==> src/rtl/ysyx_l1i_cache.sv <==
// rtl/ysyx_l1i_cache.sv - direct-mapped L1 instruction cache with burst/single-beat refill
module ysyx_l1i_cache #(
    parameter int              XLEN        = 32,
    parameter int              SET_LEN     = 2,
    parameter int              LINE_LEN    = 1,
    parameter int              BURST_EN    = 1,
    parameter logic [XLEN-1:0] BURST_BASE  = 32'ha000_0000,
    parameter logic [XLEN-1:0] BURST_LIMIT = 32'hc000_0000,
    parameter int              CNT_W       = 32
) (
    input  logic             clk,
    input  logic             rst_n,
    input  logic             req_valid,
    input  logic [XLEN-1:0]  req_pc,
    output logic             rsp_valid_o,
    output logic [31:0]      inst_o,
    output logic             ready_o,
    input  logic             fence_i,
    output logic [XLEN-1:0]  araddr_o,
    output logic             arvalid_o,
    input  logic             arready,
    output logic [7:0]       arlen_o,
    output logic [1:0]       arburst_o,
    input  logic [31:0]      rdata,
    input  logic             rvalid,
    input  logic [1:0]       rresp,
    input  logic             rlast,
    output logic             err_o,
    output logic [CNT_W-1:0] hit_cnt_o,
    output logic [CNT_W-1:0] miss_cnt_o
);

    localparam int SETS   = 1 << SET_LEN;
    localparam int WORDS  = 1 << LINE_LEN;
    localparam int IDX_LO = LINE_LEN + 2;
    localparam int TAG_LO = SET_LEN + LINE_LEN + 2;
    localparam int TAG_W  = XLEN - TAG_LO;
    localparam logic [LINE_LEN-1:0] LAST_BEAT = LINE_LEN'(WORDS - 1);

    typedef enum logic [1:0] {
        S_IDLE,
        S_AR,
        S_R,
        S_FILL
    } state_t;

    state_t state_q, state_d;

    logic [SETS-1:0]     valid_q;
    logic [TAG_W-1:0]    tag_arr  [SETS];
    logic [31:0]         data_arr [SETS][WORDS];

    logic [XLEN-1:0]     base_q;
    logic                burst_q;
    logic [LINE_LEN-1:0] beat_q;
    logic                err_pending_q;
    logic                flush_pending_q;
    logic [CNT_W-1:0]    hit_cnt_q;
    logic [CNT_W-1:0]    miss_cnt_q;

    logic [LINE_LEN-1:0] req_off;
    logic [SET_LEN-1:0]  req_idx;
    logic [TAG_W-1:0]    req_tag;
    logic [XLEN-1:0]     line_base;
    logic [SET_LEN-1:0]  fill_idx;
    logic [TAG_W-1:0]    fill_tag;
    logic                lookup_hit;
    logic                idle_hit;
    logic                idle_miss;
    logic                burst_sel;
    logic                last_beat;
    logic                unused_pc_bits;

    assign req_off        = req_pc[LINE_LEN+1:2];
    assign req_idx        = req_pc[TAG_LO-1:IDX_LO];
    assign req_tag        = req_pc[XLEN-1:TAG_LO];
    assign line_base      = {req_pc[XLEN-1:IDX_LO], {IDX_LO{1'b0}}};
    assign fill_idx       = base_q[TAG_LO-1:IDX_LO];
    assign fill_tag       = base_q[XLEN-1:TAG_LO];
    assign unused_pc_bits = ^req_pc[1:0];

    assign lookup_hit = valid_q[req_idx] && (tag_arr[req_idx] == req_tag);
    assign idle_hit   = (state_q == S_IDLE) && req_valid && lookup_hit;
    assign idle_miss  = (state_q == S_IDLE) && req_valid && !lookup_hit;
    assign burst_sel  = (BURST_EN != 0) && (line_base >= BURST_BASE) && (line_base < BURST_LIMIT);
    assign last_beat  = (beat_q == LAST_BEAT);

    assign hit_cnt_o  = hit_cnt_q;
    assign miss_cnt_o = miss_cnt_q;

    // State register, valid bits, refill bookkeeping and saturating counters
    always_ff @(posedge clk or negedge rst_n) begin
        if (!rst_n) begin
            state_q         <= S_IDLE;
            valid_q         <= '0;
            base_q          <= '0;
            burst_q         <= 1'b0;
            beat_q          <= '0;
            err_pending_q   <= 1'b0;
            flush_pending_q <= 1'b0;
            hit_cnt_q       <= '0;
            miss_cnt_q      <= '0;
        end else begin
            state_q <= state_d;
            case (state_q)
                S_IDLE: begin
                    if (fence_i) begin
                        valid_q <= '0;
                    end
                    if (idle_hit && (hit_cnt_q != '1)) begin
                        hit_cnt_q <= hit_cnt_q + CNT_W'(1);
                    end
                    if (idle_miss) begin
                        base_q          <= line_base;
                        burst_q         <= burst_sel;
                        beat_q          <= '0;
                        err_pending_q   <= 1'b0;
                        flush_pending_q <= 1'b0;
                        if (miss_cnt_q != '1) begin
                            miss_cnt_q <= miss_cnt_q + CNT_W'(1);
                        end
                    end
                end
                S_AR: begin
                    if (fence_i) begin
                        flush_pending_q <= 1'b1;
                    end
                end
                S_R: begin
                    if (fence_i) begin
                        flush_pending_q <= 1'b1;
                    end
                    if (rvalid) begin
                        beat_q <= beat_q + LINE_LEN'(1);
                        // A burst whose rlast does not land on the final word is treated as a bad refill
                        if ((rresp != 2'b00) || (burst_q && (rlast != last_beat))) begin
                            err_pending_q <= 1'b1;
                        end
                    end
                end
                S_FILL: begin
                    if (flush_pending_q || fence_i) begin
                        valid_q <= '0;
                    end else if (err_pending_q) begin
                        // The data words were overwritten, so the old line must not survive
                        valid_q[fill_idx] <= 1'b0;
                    end else begin
                        valid_q[fill_idx] <= 1'b1;
                    end
                    err_pending_q   <= 1'b0;
                    flush_pending_q <= 1'b0;
                    beat_q          <= '0;
                end
                default: ;
            endcase
        end
    end

    // Line storage: data written per returned beat, tag written at the end of refill
    always_ff @(posedge clk) begin
        if ((state_q == S_R) && rvalid) begin
            data_arr[fill_idx][beat_q] <= rdata;
        end
        if (state_q == S_FILL) begin
            tag_arr[fill_idx] <= fill_tag;
        end
    end

    // Next state and bus/response outputs
    always_comb begin
        state_d     = state_q;
        ready_o     = 1'b0;
        rsp_valid_o = 1'b0;
        inst_o      = '0;
        arvalid_o   = 1'b0;
        araddr_o    = '0;
        arlen_o     = '0;
        arburst_o   = 2'b00;
        err_o       = 1'b0;
        case (state_q)
            S_IDLE: begin
                ready_o = 1'b1;
                if (req_valid) begin
                    if (lookup_hit) begin
                        rsp_valid_o = 1'b1;
                        inst_o      = data_arr[req_idx][req_off];
                    end else begin
                        state_d = S_AR;
                    end
                end
            end
            S_AR: begin
                arvalid_o = 1'b1;
                araddr_o  = base_q + XLEN'({beat_q, 2'b00});
                arlen_o   = burst_q ? 8'(WORDS - 1) : 8'd0;
                arburst_o = burst_q ? 2'b01 : 2'b00;
                if (arready) begin
                    state_d = S_R;
                end
            end
            S_R: begin
                if (rvalid) begin
                    if (burst_q) begin
                        if (rlast) begin
                            state_d = S_FILL;
                        end
                    end else if (last_beat) begin
                        state_d = S_FILL;
                    end else begin
                        state_d = S_AR;
                    end
                end
            end
            S_FILL: begin
                err_o   = err_pending_q;
                state_d = S_IDLE;
            end
            default: state_d = S_IDLE;
        endcase
    end

endmodule

==> config.mk <==
export PLATFORM = sky130hd
export DESIGN_NAME = ysyx_l1i_cache
export DESIGN_NICKNAME = d
export VERILOG_FILES = /design/src/rtl/ysyx_l1i_cache.sv
export SDC_FILE = /design/constraint.sdc
export NUM_CORES = 1
export LEC_CHECK = 0
export CAP_MARGIN = 20
export CORE_MARGIN = 1
export CORE_UTILIZATION = 61
export DETAILED_ROUTE_END_ITERATION = 10
export PLACE_DENSITY = 0.95
export SLEW_MARGIN = 20
export SYNTH_ARGS = -nofsm -noshare
export SYNTH_HDL_FRONTEND = slang
export SYNTH_SLANG_ARGS = --single-unit
export TNS_END_PERCENT = 20
==> constraint.sdc <==
create_clock -name clk -period 6.15 [get_ports clk]
set_input_delay 1.23 -clock clk [delete_from_list [all_inputs] [get_ports clk]]
set_output_delay 1.23 -clock clk [all_outputs]
set_load 0.01 [all_outputs]
# Word level (Yosys, flattened, before mapping)
# Memories as Yosys holds them, arrays and structs flattened.
# Index checks and enable logic that the tools add are counted.
op_classes:
  n_addsub: 4
  n_lt_le_gt_ge: 8
  eq_ne: 16
  mux: 47
  bitwise_logic: 5
  n_reduce_logical: 26
op_table:
  columns: ["operator", "n"]
  rows:
  - ["$mux W32", 8]
  - ["$add A32 B1 Y32 const B", 2]
  - ["$mux W64", 1]
  - ["$ne A32 B32 Y1 const B", 2]
  - ["$add A32 B3 Y32", 1]
  - ["$demux W32 S1", 1]
  - ["$ge A32 B32 Y1 const B", 1]
  - ["$lt A32 B32 Y1 const B", 1]
  - ["$eq A27 B27 Y1", 1]
  - ["$mux W1", 20]
  - ["$mux W2", 7]
  - ["$ne A2 B2 Y1 const B", 7]
  - ["$mux W4", 3]
  - ["$logic_and A1 B1 Y1", 10]
  - ["$pmux W1 S3", 3]
  - ["$pmux W2 S4", 1]
  - ["$pmux W4 S2", 1]
  - ["$reduce_and A2 Y1", 4]
  - ["$lt A2 B3 Y1 const B", 2]
  - ["$reduce_and A3 Y1", 2]
  - ["$reduce_and A5 Y1", 1]
  - ["$and A4 B4 Y4", 1]
  - ["$eq A2 B2 Y1 const B", 2]
  - ["$ge A2 B2 Y1 const B", 2]
  - ["19 further kinds", 22]
word_totals:
  regBits: 103
  mem_bits_rw: 364
  output_inout_bits: 142
  elab_cells: 117
  mem_count: 2
mem_list:
  columns: ["memory", "words", "width", "rd", "rd_clocked_by_memory_dff", "wr", "line_no", "source"]
  rows:
  - ["data_arr", 4, 64, 1, 0, 1, "51", "logic [31:0] data_arr [SETS][WORDS];"]
  - ["tag_arr", 4, 27, 1, 0, 1, "50", "logic [TAG_W-1:0] tag_arr [SETS];"]

# Longest topological paths before layout
# Gate-level depths: netlist of the first run.
depth:
  ltp_word: 9
  depth_mapped: 13

# Worst setup path before layout of the first run
# Ideal clock, no wire load.
synth_path:
  path_kind: "input -> output"
  startpoint: "in req_pc[3]"
  endpoint: "out inst_o[10]"
  arrival_ps: 3791
  t_required_ps: 4920
  slack_ps: 1129
  stages: 12
  path_buffers: 4
  path_cell_list: "buf_6 -> buf_6 -> clkbuf_1 -> mux4_2 -> xnor2_1 -> nand4_1 -> nor2_1 -> nand2_1 -> nor4_1 -> nand3_1 -> clkbuf_1 -> nor2_1"
synth_via:
  elab_chain_cells: 7
  elab_cells_between_ends: 12
  cone_classes: "eq/ne: 1; mux: 8; reduce/logical: 1; memory: 2"
synth_lines:
  columns: ["item", "line_no", "source"]
  rows:
  - ["from (decl)", "14", "input logic [XLEN-1:0] req_pc,"]
  - ["parallel branches: the longest is 4 deep, another holds $mem_v2 Z4 W27", null, null]
  - ["$mux W32 *", "184", "if (lookup_hit) begin"]
  - ["$mux W32 *", "183", "if (req_valid) begin"]
  - ["$mux W32 *", "180", "case (state_q)"]
  - ["to (decl)", "16", "output logic [31:0] inst_o,"]
# Every way passes the cells marked *. The select of a mux whose other input is x is not followed.

# Worst setup path after layout of the first run
layout_path:
  startpoint: "in req_pc[3]"
  endpoint: "out inst_o[20]"
# The elaborated chain is that of the path after synthesis.

==> results by group, run 1 <==
Worst setup path
  – Worst setup EP type: output port
  – Crit-path max cell delay: approximately 0.6 ns
  – Crit path DAT: around 4.7 ns
  – Worst R2R Setup Slack: 2.76 ns
  – Critical Path RT: just under 5 ns
  – Setup crit start kind: input pin
  – Cell mode on critical path: nor2_1
  – Slowest CP cell: clkdlybuf4s50_1
  – Critical Path, Cell by Cell: buf_6 -> mux4_2 -> xnor2_1 -> nand4_1 -> nor2_1 -> nand2_1 -> nor4_1 -> nand3_1 -> buf_4 -> nor2_1 -> clkdlybuf4s50_1
  – Setup Crit Path Kind: input pin to output port
  – Reg2reg path depth: 8
  – Max FO, Critical Path: 33

Clocking
  – Hold buffers post-CTS: 0
  – Clk sinks: ~470
  – Num CTS Buffers: 46
  – Clock Path Buffers: 3
  – CTS Root Cell: clkbuf_16
  – Worst-path clk slew: ~0.060 ns
  – H-tree depth: 2
  – CTS tree: yes
  – Worst-skew pair later-pin latency: 0.55 ns

Synth
  – Synthesized-area fraction occupied by xor and xnor cells: 0.04114
  – Post-synthesis adder-cell area fraction: 0.003918
  – Seq/Total Area, Yosys: 0.7051
  – Yosys top cell by area: edfxtp_1
  – Post-synthesis cell count: around 1100
  – Largest family of logic cells by synthesized area: multiplexers
  – Top cells by count, synth: 364 x edfxtp_1, 103 x dfrtp_1, 86 x mux4_2, 63 x xnor2_1, 60 x nor2_1
  – Number of enable flip-flop cells after synthesis: approximately 360
  – FF+latch count, synth: between 400 and 500
  – Synth warn: 0
  – Synth Area in Simple Gates: 0.07458
  – Post-Syn Area: roughly 19000 sq um
  – Mux contribution to synthesized area: 0.1434
  – Most common cell in the synthesized netlist: edfxtp_1
  – Compound-Gate Fraction of Synth Area: 0.01287
  – Unique masters post-synth: 50
  – Primary FF master, synth: edfxtp_1
  – Synth top area cells: edfxtp_1 57%, dfrtp_1 13%, mux4_2 10%
  – Avg Cell Area, Syn: roughly 17 sq um
  – Ys async rst share: 0.2206
  – Post-synth top area share: 0.5705

Run
  – Max-Cap Viols: 0

Global routing
  – Pin count of the biggest net entering global routing: 65
  – Vias in the first global route: approximately 11000
  – Global-route wire length before repair: between 60000 and 70000 um
  – Global Route Usage Sum: 0.2684
  – Grt ovf: 0
  – Initial antenna violation count: 2

Routing
  – Final WL: around 43000 um
  – DR WL/cell: 24.21 um
  – Vias: 10800
  – Vias per cell: 6.151
  – 1st-pass router iterations: 9
  – # DRC: 46
  – Post-DRT Antenna Nets: 0
  – Starting DRT DRC Count: about 960

Timing
  – Skew final: around 0.017 ns
  – Final setup margin: roughly 0.20 ns
  – Worst-Margin Slew: approximately 0.9 ns
  – Worst relative slew slack: 0.3827
  – Fmax: 0.1680 GHz
  – Final setup viols: 0
  – Unrepaired setup endpoints after global routing: false
  – Fin crit share: 0.9679
  – Tmin final: ~6.0 ns
  – Sum Neg Setup Slack: 0 ns
  – Final hold vios: 0
  – Slew Limit Fails: 0

Status
  – Violated checks: DRC
  – Status: finished with violations

Place
  – IO Port Bufs: around 200
  – DP HPWL: between 20000 and 30000 um
  – Final GP Congestion: approximately 0.88
  – Placement Setup Slack: about 0.097 ns

Power
  – Power Density: about 340 nW/um^2
  – Max VDD drop: between 0.3 and 0.4 mV
  – Leakage: 0.008151 uW

Hold path
  – Min-Delay Path Depth: 1
  – Min-delay worst type: flip-flop to flip-flop

Floorplan
  – # rows: 64
  – Core area: between 30000 and 40000 sq um
  – I/O pin count: 215
  – Die Area: between 30000 and 40000 sq um
  – Effective utilization at floorplan: 0.6230
  – Die Span Y: around 180 um
  – Die W: roughly 180 um

Cells and area
  – Final net count: 1400
  – Layout area overhead: 20.24%
  – Share of post-route cells with drive strength above 1: 0.1716
  – Fill cells: ~1700
==> cells by family after synthesis <==
logic type	after synthesis
AND/OR/NAND/NOR	268
other	1
buffers and inverters	71
AO/OA/AOI/OAI	36
XOR/XNOR	90
adder cells (fa/ha/maj)	6
flip-flops	467
multiplexers	163
==> registers in the layout, summed over array words and instances, names as in the netlist <==
name	count
base_q	29
beat_q	1
burst_q	1
data_arr	256
err_pending_q	1
flush_pending_q	1
hit_cnt_o	32
miss_cnt_o	32
state_q	2
tag_arr	108
valid_q	4
==> power by group <==
group	switching (uW)	internal [uW]	total [uW]
sequential	245	3820	4070
clock	1160	1510	2670
combinational	617	579	1200
total	2020	5920	7930
==> cell type report <==
type | instances | area (sq um) | area share
Antenna cell | 2 | 5.005 | 0.0002173
Clock buffer | 62 | 1282 | 0.05567
Clock inverter | 23 | 163.9 | 0.007115
Inverter | 11 | 41.29 | 0.001792
Multi-Input combinational cell | 573 | 5374 | 0.2333
Sequential cell | 467 | 13510 | 0.5864
Tap cell | 396 | 495.5 | 0.02151
Timing Repair Buffer | 222 | 2166 | 0.09402
==> critical path: cells and delay by family <==
kind                   cells  cell delay (ns)
AND/OR/NAND/NOR            6             1.51
buffers and inverters      3             1.18
multiplexers               1             0.56
XOR/XNOR                   1             0.20
==> through the flow <==
stage          hold slack (ns)  power, uW  area [sq um]  cells  utilization
6_report                0.4904       7934         23040   1756       0.7491
3_3_place_gp            0.4678       5220         21580   1669       0.7017
4_1_cts                 0.4900       7964         23020   1754       0.7487
2_1_floorplan           0.4517       4726         19190   1111            -
3_5_place_dp            0.4729       5306         21580   1669       0.7017
5_1_grt                 0.5082       8197         23040   1756       0.7491
==> cells in the final DEF (no fill, tap or decap), types with 32 or more instances in the layout <==
| cell type | count |
|---|---|
| nor2_1 | 56 |
| mux2i_1 | 45 |
| nand4_1 | 33 |
| and2_1 | 40 |
| edfxtp_1 | 364 |
| dfrtp_1 | 103 |
| xnor2_1 | 63 |
| clkbuf_16 | 46 |
| mux2_2 | 32 |
| mux4_2 | 86 |
| clkdlybuf4s50_1 | 198 |
==> worst paths after layout <==
path / from / endpoint
max in group asynchronous: rst_n / base_q[27]
setup / recovery: req_pc[3] / inst_o[20]
setup reg to reg: tag_arr[3][24] / hit_cnt_o[26]
hold / removal: flush_pending_q / flush_pending_q
hold reg to reg: flush_pending_q / flush_pending_q
min in group asynchronous: rst_n / miss_cnt_o[19]
==> metal layers <==
metal  track usage  vias to the layer above  wire, um
met1        0.3424                     5548     15910
met2        0.4693                      479     22640
li1              -                     4692         -
met5             0                        -         0
met4       0.09349                        0      1058
met3       0.04198                       83      2903
==> timing repair <==
item / in CTS / in global routing
setup buffers: 0 / 0
setup endpoints to repair: 0 / 33
resized for setup: 0 / 1
(Power assumes the default switching activity.)
==> run 2: changes to the inputs <==
Settings changed: SETUP_SLACK_MARGIN set to 0.02.
==> results of run 2 <==
The final DEF is identical to that of run 1; final timing and power are the same.
